===== src/rtl/ex_ctrl_pkg.sv =====
// Shared types and constants for the execute-stage forwarding/hazard controller.
package ex_ctrl_pkg;

  localparam int unsigned RA_W_DEF = 3;

  // ALU operand select encodings
  localparam logic [1:0] SEL_RF  = 2'b00;
  localparam logic [1:0] SEL_ALU = 2'b01;
  localparam logic [1:0] SEL_MEM = 2'b10;

  typedef enum logic {
    RUN,
    LU_STALL
  } fsm_t;

  // In-flight instruction record: valid, writes a reg, destination, is a load
  typedef struct packed {
    logic                v;
    logic                wr;
    logic [RA_W_DEF-1:0] dst;
    logic                ld;
  } stage_rec_t;

endpackage


===== src/rtl/fwd_sel.sv =====
// Per-operand forwarding select: compares one source register against the
// EX and MEM producers; the younger (EX) producer takes priority.
module fwd_sel
  import ex_ctrl_pkg::*;
#(
  parameter int unsigned RA_W = RA_W_DEF
) (
  input  logic [RA_W-1:0] src,
  input  logic            use_src,
  input  stage_rec_t      ex_rec,
  input  logic            mem_v,
  input  logic            mem_wr,
  input  logic [RA_W-1:0] mem_dst,
  output logic [1:0]      sel,
  output logic            hit_any,
  output logic            hit_ex_ld
);

  logic hit_ex;
  logic hit_mem;

  // Match against producers and pick the youngest source of the value
  always_comb begin
    hit_ex    = use_src & ex_rec.v & ex_rec.wr & (ex_rec.dst == src);
    hit_mem   = use_src & mem_v & mem_wr & (mem_dst == src);
    sel       = SEL_RF;
    if (hit_ex)       sel = SEL_ALU;
    else if (hit_mem) sel = SEL_MEM;
    hit_any   = hit_ex | hit_mem;
    hit_ex_ld = hit_ex & ex_rec.ld;
  end

endmodule


===== src/rtl/ex_forward_hazard_ctrl.sv =====
// Execute-stage sequencing: tracks EX/MEM destination registers, registers the
// operand-forwarding selects for the instruction entering EX, and stalls ID /
// injects an EX bubble on load-use (or on any RAW hazard when forwarding is off).
module ex_forward_hazard_ctrl
  import ex_ctrl_pkg::*;
#(
  parameter int unsigned RA_W   = RA_W_DEF,
  parameter bit          FWD_EN = 1'b1
) (
  input  logic            clk,
  input  logic            rst_n,
  input  logic            id_valid,
  input  logic [RA_W-1:0] id_src1,
  input  logic [RA_W-1:0] id_src2,
  input  logic            id_use1,
  input  logic            id_use2,
  input  logic            id_wr_en,
  input  logic [RA_W-1:0] id_dst,
  input  logic            id_is_load,
  input  logic            mem_busy,
  input  logic            flush,
  output logic [1:0]      alu_src1,
  output logic [1:0]      alu_src2,
  output logic            ex_valid,
  output logic            stall_id
);

  stage_rec_t      ex_rec;
  logic            mem_v;
  logic            mem_wr;
  logic [RA_W-1:0] mem_dst;
  fsm_t            state;

  logic [1:0] sel1;
  logic [1:0] sel2;
  logic       hit_any1;
  logic       hit_any2;
  logic       ld1;
  logic       ld2;
  logic       use1;
  logic       use2;
  logic       load_use;
  logic       hazard;

  assign use1     = id_valid & id_use1;
  assign use2     = id_valid & id_use2;
  assign ex_valid = ex_rec.v;

  fwd_sel #(.RA_W(RA_W)) u_fwd_src1 (
    .src       (id_src1),
    .use_src   (use1),
    .ex_rec    (ex_rec),
    .mem_v     (mem_v),
    .mem_wr    (mem_wr),
    .mem_dst   (mem_dst),
    .sel       (sel1),
    .hit_any   (hit_any1),
    .hit_ex_ld (ld1)
  );

  fwd_sel #(.RA_W(RA_W)) u_fwd_src2 (
    .src       (id_src2),
    .use_src   (use2),
    .ex_rec    (ex_rec),
    .mem_v     (mem_v),
    .mem_wr    (mem_wr),
    .mem_dst   (mem_dst),
    .sel       (sel2),
    .hit_any   (hit_any2),
    .hit_ex_ld (ld2)
  );

  // Hazard detection and combinational ID stall
  always_comb begin
    // In LU_STALL the EX slot already holds the bubble, so no new load-use can arise
    load_use = (state == RUN) & (ld1 | ld2);
    hazard   = FWD_EN ? load_use : (hit_any1 | hit_any2);
    stall_id = mem_busy | (hazard & ~flush);
  end

  // Pipeline record tracker, registered selects and stall FSM
  always_ff @(posedge clk) begin
    if (!rst_n) begin
      ex_rec   <= '0;
      mem_v    <= 1'b0;
      mem_wr   <= 1'b0;
      mem_dst  <= '0;
      alu_src1 <= SEL_RF;
      alu_src2 <= SEL_RF;
      state    <= RUN;
    end else if (mem_busy) begin
      // Tracker frozen; a redirect still kills the EX instruction in place
      if (flush) begin
        ex_rec.v <= 1'b0;
        alu_src1 <= SEL_RF;
        alu_src2 <= SEL_RF;
        state    <= RUN;
      end
    end else begin
      mem_v   <= ex_rec.v;
      mem_wr  <= ex_rec.wr;
      mem_dst <= ex_rec.dst;
      if (flush || hazard || !id_valid) begin
        ex_rec   <= '0;
        alu_src1 <= SEL_RF;
        alu_src2 <= SEL_RF;
      end else begin
        ex_rec   <= '{v: 1'b1, wr: id_wr_en, dst: id_dst, ld: id_is_load};
        alu_src1 <= FWD_EN ? sel1 : SEL_RF;
        alu_src2 <= FWD_EN ? sel2 : SEL_RF;
      end
      state <= (hazard && !flush) ? LU_STALL : RUN;
    end
  end

endmodule


===== config.mk =====
export PLATFORM = sky130hd
export DESIGN_NAME = ex_forward_hazard_ctrl
export DESIGN_NICKNAME = d
export VERILOG_FILES = /design/src/rtl/ex_ctrl_pkg.sv /design/src/rtl/fwd_sel.sv /design/src/rtl/ex_forward_hazard_ctrl.sv
export SDC_FILE = /design/constraint.sdc
export NUM_CORES = 1
export LEC_CHECK = 0
export ABC_CLOCK_PERIOD_IN_PS = 2040
export CORE_MARGIN = 4
export CORE_UTILIZATION = 44
export CTS_CLUSTER_SIZE = 12
export DETAILED_ROUTE_END_ITERATION = 10
export PLACE_DENSITY = 0.76
export SLEW_MARGIN = 10
export SYNTH_ARGS = -nofsm -noshare
export SYNTH_HDL_FRONTEND = slang
export SYNTH_SLANG_ARGS = --single-unit

===== constraint.sdc =====
create_clock -name clk -period 2.04 [get_ports clk]
set_input_delay 0.408 -clock clk [delete_from_list [all_inputs] [get_ports clk]]
set_output_delay 0.408 -clock clk [all_outputs]
set_load 0.005 [all_outputs]

; ---- Yosys cells after proc, flatten, opt, wreduce, memory -nomap -nowiden
; Cells that the tools add are included.
[classes]
mux = 14
n_eq_ne = 5
reduce_logical = 5
n_bitwise = 22
[op_table]
columns = op, count
row1 = 1-bit bitwise AND, 18
row2 = 2-bit two-way mux, 9
row3 = 3-bit equality test, 4
row4 = 6-bit two-way mux, 1
row5 = 1-bit two-way mux, 4
row6 = 1-bit logical NOT, 2
row7 = 1-bit logical OR, 2
row8 = "2-bit by 1-bit inequality test with 1-bit output, second input constant", 1
row9 = 1-bit NOT, 2
row10 = 1-bit OR, 2
row11 = 1-bit logical AND, 1
[word_totals]
wordCells = 56
regBits = 16

; ---- Logic depth before layout (Yosys ltp)
[logic_depth]
word_depth = 11
mapped_depth = 6

; ---- Cells and area by module
; A second synthesis with hierarchy kept.
[unflattened]
hier_cells = 98
hier_area_um2 = 908.4
[by_module_without_submodules]
columns = module, cells_per_inst, area_each_um2, n_inst, seq_area_each_um2
row1 = ex_forward_hazard_ctrl, 70, 683.2, 1, 320.3
row2 = fwd_sel, 14, 112.6, 2, 0.0

; ---- Worst setup path before layout
; Ideal clock, no wire load.
[synth_timing]
kind = input port to output port
start = input id_src1[0]
end = output stall_id
t_arrival_ps = 1483
required_ps = 1632
path_stages = 4
setup_slack_ps = 149
path_cell_list = xor2_1 -> or4_4 -> a21o_4 -> o21bai_1
[synth_between]
elab_chain_len = 7
[synth_rtl]
columns = item, line_no
row1 = start: declaration, ex_forward_hazard_ctrl.sv:13  ; input logic [RA_W-1:0] id_src1,
row2 = 3-bit equality test, fwd_sel.sv:24  ; hit_ex = use_src & ex_rec.v & ex_rec.wr & (ex_rec.dst == src);
row3 = 1-bit bitwise AND, fwd_sel.sv:24
row4 = 1-bit bitwise AND, fwd_sel.sv:30  ; hit_ex_ld = hit_ex & ex_rec.ld;
row5 = 1-bit OR, ex_forward_hazard_ctrl.sv:76  ; load_use = (state == RUN) & (ld1 | ld2);
row6 = 1-bit bitwise AND, ex_forward_hazard_ctrl.sv:76
row7 = 1-bit bitwise AND, ex_forward_hazard_ctrl.sv:78  ; stall_id = mem_busy | (hazard & ~flush);
row8 = 1-bit OR, ex_forward_hazard_ctrl.sv:78
row9 = end: declaration, ex_forward_hazard_ctrl.sv:25  ; output logic stall_id
; No other way between the ends.

; ---- Worst setup path after layout
[layout_timing]
start = input id_src2[0]
end = output stall_id
[layout_between]
elab_chain_len = 7
[layout_rtl]
columns = item, line_no
row1 = start: declaration, ex_forward_hazard_ctrl.sv:14  ; input logic [RA_W-1:0] id_src2,
row2 = 3-bit equality test, fwd_sel.sv:24
row3 = 1-bit bitwise AND, fwd_sel.sv:24
row4 = 1-bit bitwise AND, fwd_sel.sv:30
row5 = 1-bit OR, ex_forward_hazard_ctrl.sv:76
row6 = 1-bit bitwise AND, ex_forward_hazard_ctrl.sv:76
row7 = 1-bit bitwise AND, ex_forward_hazard_ctrl.sv:78
row8 = 1-bit OR, ex_forward_hazard_ctrl.sv:78
; No other way between the ends.

==> metrics.md <==
| Metric | Value |
|---|---|
| Wire length of the first global-routing pass | 3.415 mm |
| Hold Path Class | reg -> reg |
| Final-report setup violation count | 1 |
| CTS HTree Levels | 1 |
| CTS root buffer | clkbuf_4 |
| Combinational Power Share | 0.161 |
| Hold Path Depth | 2 |
| Rows | 14 |
| Design Area, Final | 0.001157 mm² |
| Post-DP HPWL | 1.546 mm |
| Post-synth EDFFs | 0 |
| Synth top area share | 0.4211 |
| Initial Util | 0.4825 |
| Part of the cycle the worst path needs | 1.094 |
| Crit-path cells | clkdlybuf4s15_1 > xor2_2 > or4_4 > a21o_4 > o21bai_1 > buf_2 |
| Post-synthesis cell area | 760.7 µm² |
| Total number of vias | 715 |
| Synthesis Warnings | 0 |
| Die H | 49.58 µm |
| Wire per inst | 15.44 µm |
| CTS tree | yes |
| Largest net degree at the start of global routing | 10 |
| Worst slew margin | 0.7497 |
| Peak VDD IR | 374.1 µV |
| Syn_nets | 92 |
| Area grow syn2layout | 52.14% |
| Clock latency on the worst-skew pair | 280 ps |
| Lkg Pwr | 0.4713 nW |
| Net Sw Power | 0.1362 mW |
| Vias in the first global route | 752 |
| Drt first pass iters | 4 |
| Io pins | 24 |
| GPL Wtd Cong | 0.8618 |
| Dpl cells | 127 |
| Pint | 0.4404 mW |
| Clock buffer depth | 2 |
| DRT iter0 DRCs | 20 |
| Antenna violations before repair | 0 |
| GR Layer Usage met2 | 0.3172 |
| Slowest cell on crit path | or4_4 |
| GR peak layer | met2 |
| Cts bufs inserted | 3 |
| Count of non-filler cells in the finished layout | 131 |
| Clock share of power | 0.284 |
| Required time of the critical path | 1630 ps |
| Worst-margin pin slew | 374.6 ps |
| Final clock skew | 6.786 ps |
| Hold buffers post-CTS | 0 |
| Final Max Slew Viols | 0 |
| Die width | 49.58 µm |
| Antenna viol nets, final | 0 |
| Most common library cells after synthesis | 16 x dfxtp_1, 6 x xnor2_1, 6 x xor2_1 |
| Total track usage | 0.1826 |
| Final hold vios | 0 |
| MaxCap Viol Count | 0 |
| Ys flop type | dfxtp_1 |
| WP data arrival | 1820 ps |
| Min Tclk post-route | 2232 ps |
| RSZ-0062 raised after global routing | true |
| DRC Markers | 0 |
| Most numerous cell in the Yosys netlist | dfxtp_1 |
| Register area share after synthesis | 0.4211 |
| Netlist cell types | 26 |
| Cells after Synth | 74 |
| Grt met1 use | 0.2228 |
| Setup TNS | -191.9 ps |
| Total Routed Length | 2.022 mm |
| Synth area leaders | dfxtp_1 42%, xnor2_1 6.9%, xor2_1 6.9% |
| CP Class | in -> out |
| Worst hold slack | 456.4 ps |
| Placed Area | 0.001122 mm² |
| # clock sinks | 16 |
| DIE AREA | 0.002458 mm² |
| Pwr Density | 498.2 mW/mm² |
| Final WS setup | -191.9 ps |
| Remaining Overflow, GRT | 0 |
| Critical path capture point type | output pin |
| Failing checks | setup timing |
| Vias per inst | 5.458 |
| Sequential share of power | 0.556 |
| Startpoint types | primary input |
| Port Buffer Count | 23 |
| Area of the core | 0.001577 mm² |
| Reg2reg path depth | 5 |
| Register bit total from synthesis | 16 |
| Met3 usage | 0.03012 |
| Fraction of layout cells with a size suffix above 1 | 0.2696 |
| Sw frac | 0.2362 |
| Worst-path clk slew | 90 ps |
| Fin nets | 135 |
| Synth area leader | dfxtp_1 |
| Async SR Flop Fraction | 0 |
| CP max stage delay | 550 ps |
| ANT cells | 0 |
| Post-Syn Area per Cell | 10.28 µm² |
| Outcome | finished with violations |
| CP max FO | 2 |
| Achievable frequency | 448.1 MHz |
[through the flow]
stage                     power (mW)    util  setup slack [ps]
after detailed placement      0.4240  0.7119            -836.6
after global placement        0.4221  0.7119            -804.5
after global routing          0.6081  0.7341            -242.2
after CTS                     0.5851  0.7270            -197.4
final                         0.5766  0.7341            -191.9
after floorplan               0.3595       -             148.8
[worst paths after layout]
path                                  start     endpoint  slack [ps]
worst max-delay path             id_src2[0]     stall_id        -190
worst min-delay path            alu_src2[1]  alu_src2[1]         460
worst max register to register    ex_rec[1]    ex_rec[0]         260
worst min register to register  alu_src2[1]  alu_src2[1]         460
[area by class of cell]
cell class,instances,area (µm²)
Inverter,1,3.754
Sequential cell,16,327.8
Clock buffer,3,22.52
Tap cell,16,20.02
Fill cell,129,419.2
Multi-Input combinational cell,55,435.4
Timing Repair Buffer,40,347.8
[timing repair]
| item | CTS | global route |
|---|---|---|
| resized for setup | 21 | 3 |
| pin swaps | 6 | 5 |
| setup buffers | 1 | 0 |
| endpoints found under the setup margin | 1 | 1 |
[logic make-up (layout without fill, tap and decap cells)]
| family | Yosys count | count (layout) | synth area share |
|---|---|---|---|
| AOI/OAI and AO/OA | 14 | 14 | 0.1678 |
| DFF | 16 | 16 | 0.4211 |
| and+or+nand+nor | 24 | 24 | 0.1908 |
| buffers and inverters | 3 | 44 | 0.01643 |
| muxes | 5 | 5 | 0.06579 |
| xor gates and xnor gates | 12 | 12 | 0.1382 |
[power groups by stage]
| stage | registers (mW) | logic [mW] | clock network, mW |
|---|---|---|---|
| 2_1_floorplan | 0.327 | 0.0321 | 0 |
| 3_3_place_gp | 0.328 | 0.0943 | 0 |
| 3_5_place_dp | 0.328 | 0.0960 | 0 |
| 4_1_cts | 0.321 | 0.0910 | 0.173 |
| 5_1_grt | 0.321 | 0.0997 | 0.187 |
| 6_report | 0.320 | 0.0926 | 0.164 |
[state kept, by name (all words and copies together), names as in the netlist]
register and cells:
alu_src1 2, alu_src2 2, ex_rec 5, ex_valid 1, mem_dst 3, mem_v 1, mem_wr 1, state 1
[critical path: cells and delay by family]
kind	cells	cell delay, ps
AND/OR/NAND/NOR	1	550
AO/OA/AOI/OAI	2	340
XOR/XNOR	1	180
buffers and inverters	2	340
[per-layer routing]
metal  up-vias  share of wire  wire length [µm]
li1        359              -                 -
met1       332           0.45               903
met2        22           0.51              1027
met3         2          0.039                79
met4         0         0.0059                12
met5         -              0                 0
[cell usage in the layout, fill, tap and decap left out, types with 2 or more instances in the layout]
cell type	Yosys	routed
a32o_1	5	5
and3_1	2	2
buf_4	0	17
clkbuf_4	0	3
clkdlybuf4s15_1	0	5
clkdlybuf4s50_1	0	13
dfxtp_1	16	12
dfxtp_2	0	3
dlygate4sd2_1	0	4
mux2i_1	5	5
nand2_1	5	5
nand4_1	4	4
nor2_1	5	5
o21ai_0	2	2
o31ai_1	2	2
or4_4	2	2
xnor2_1	6	6
xor2_1	6	5
No activity file was read; power rests on OpenSTA's default activity.
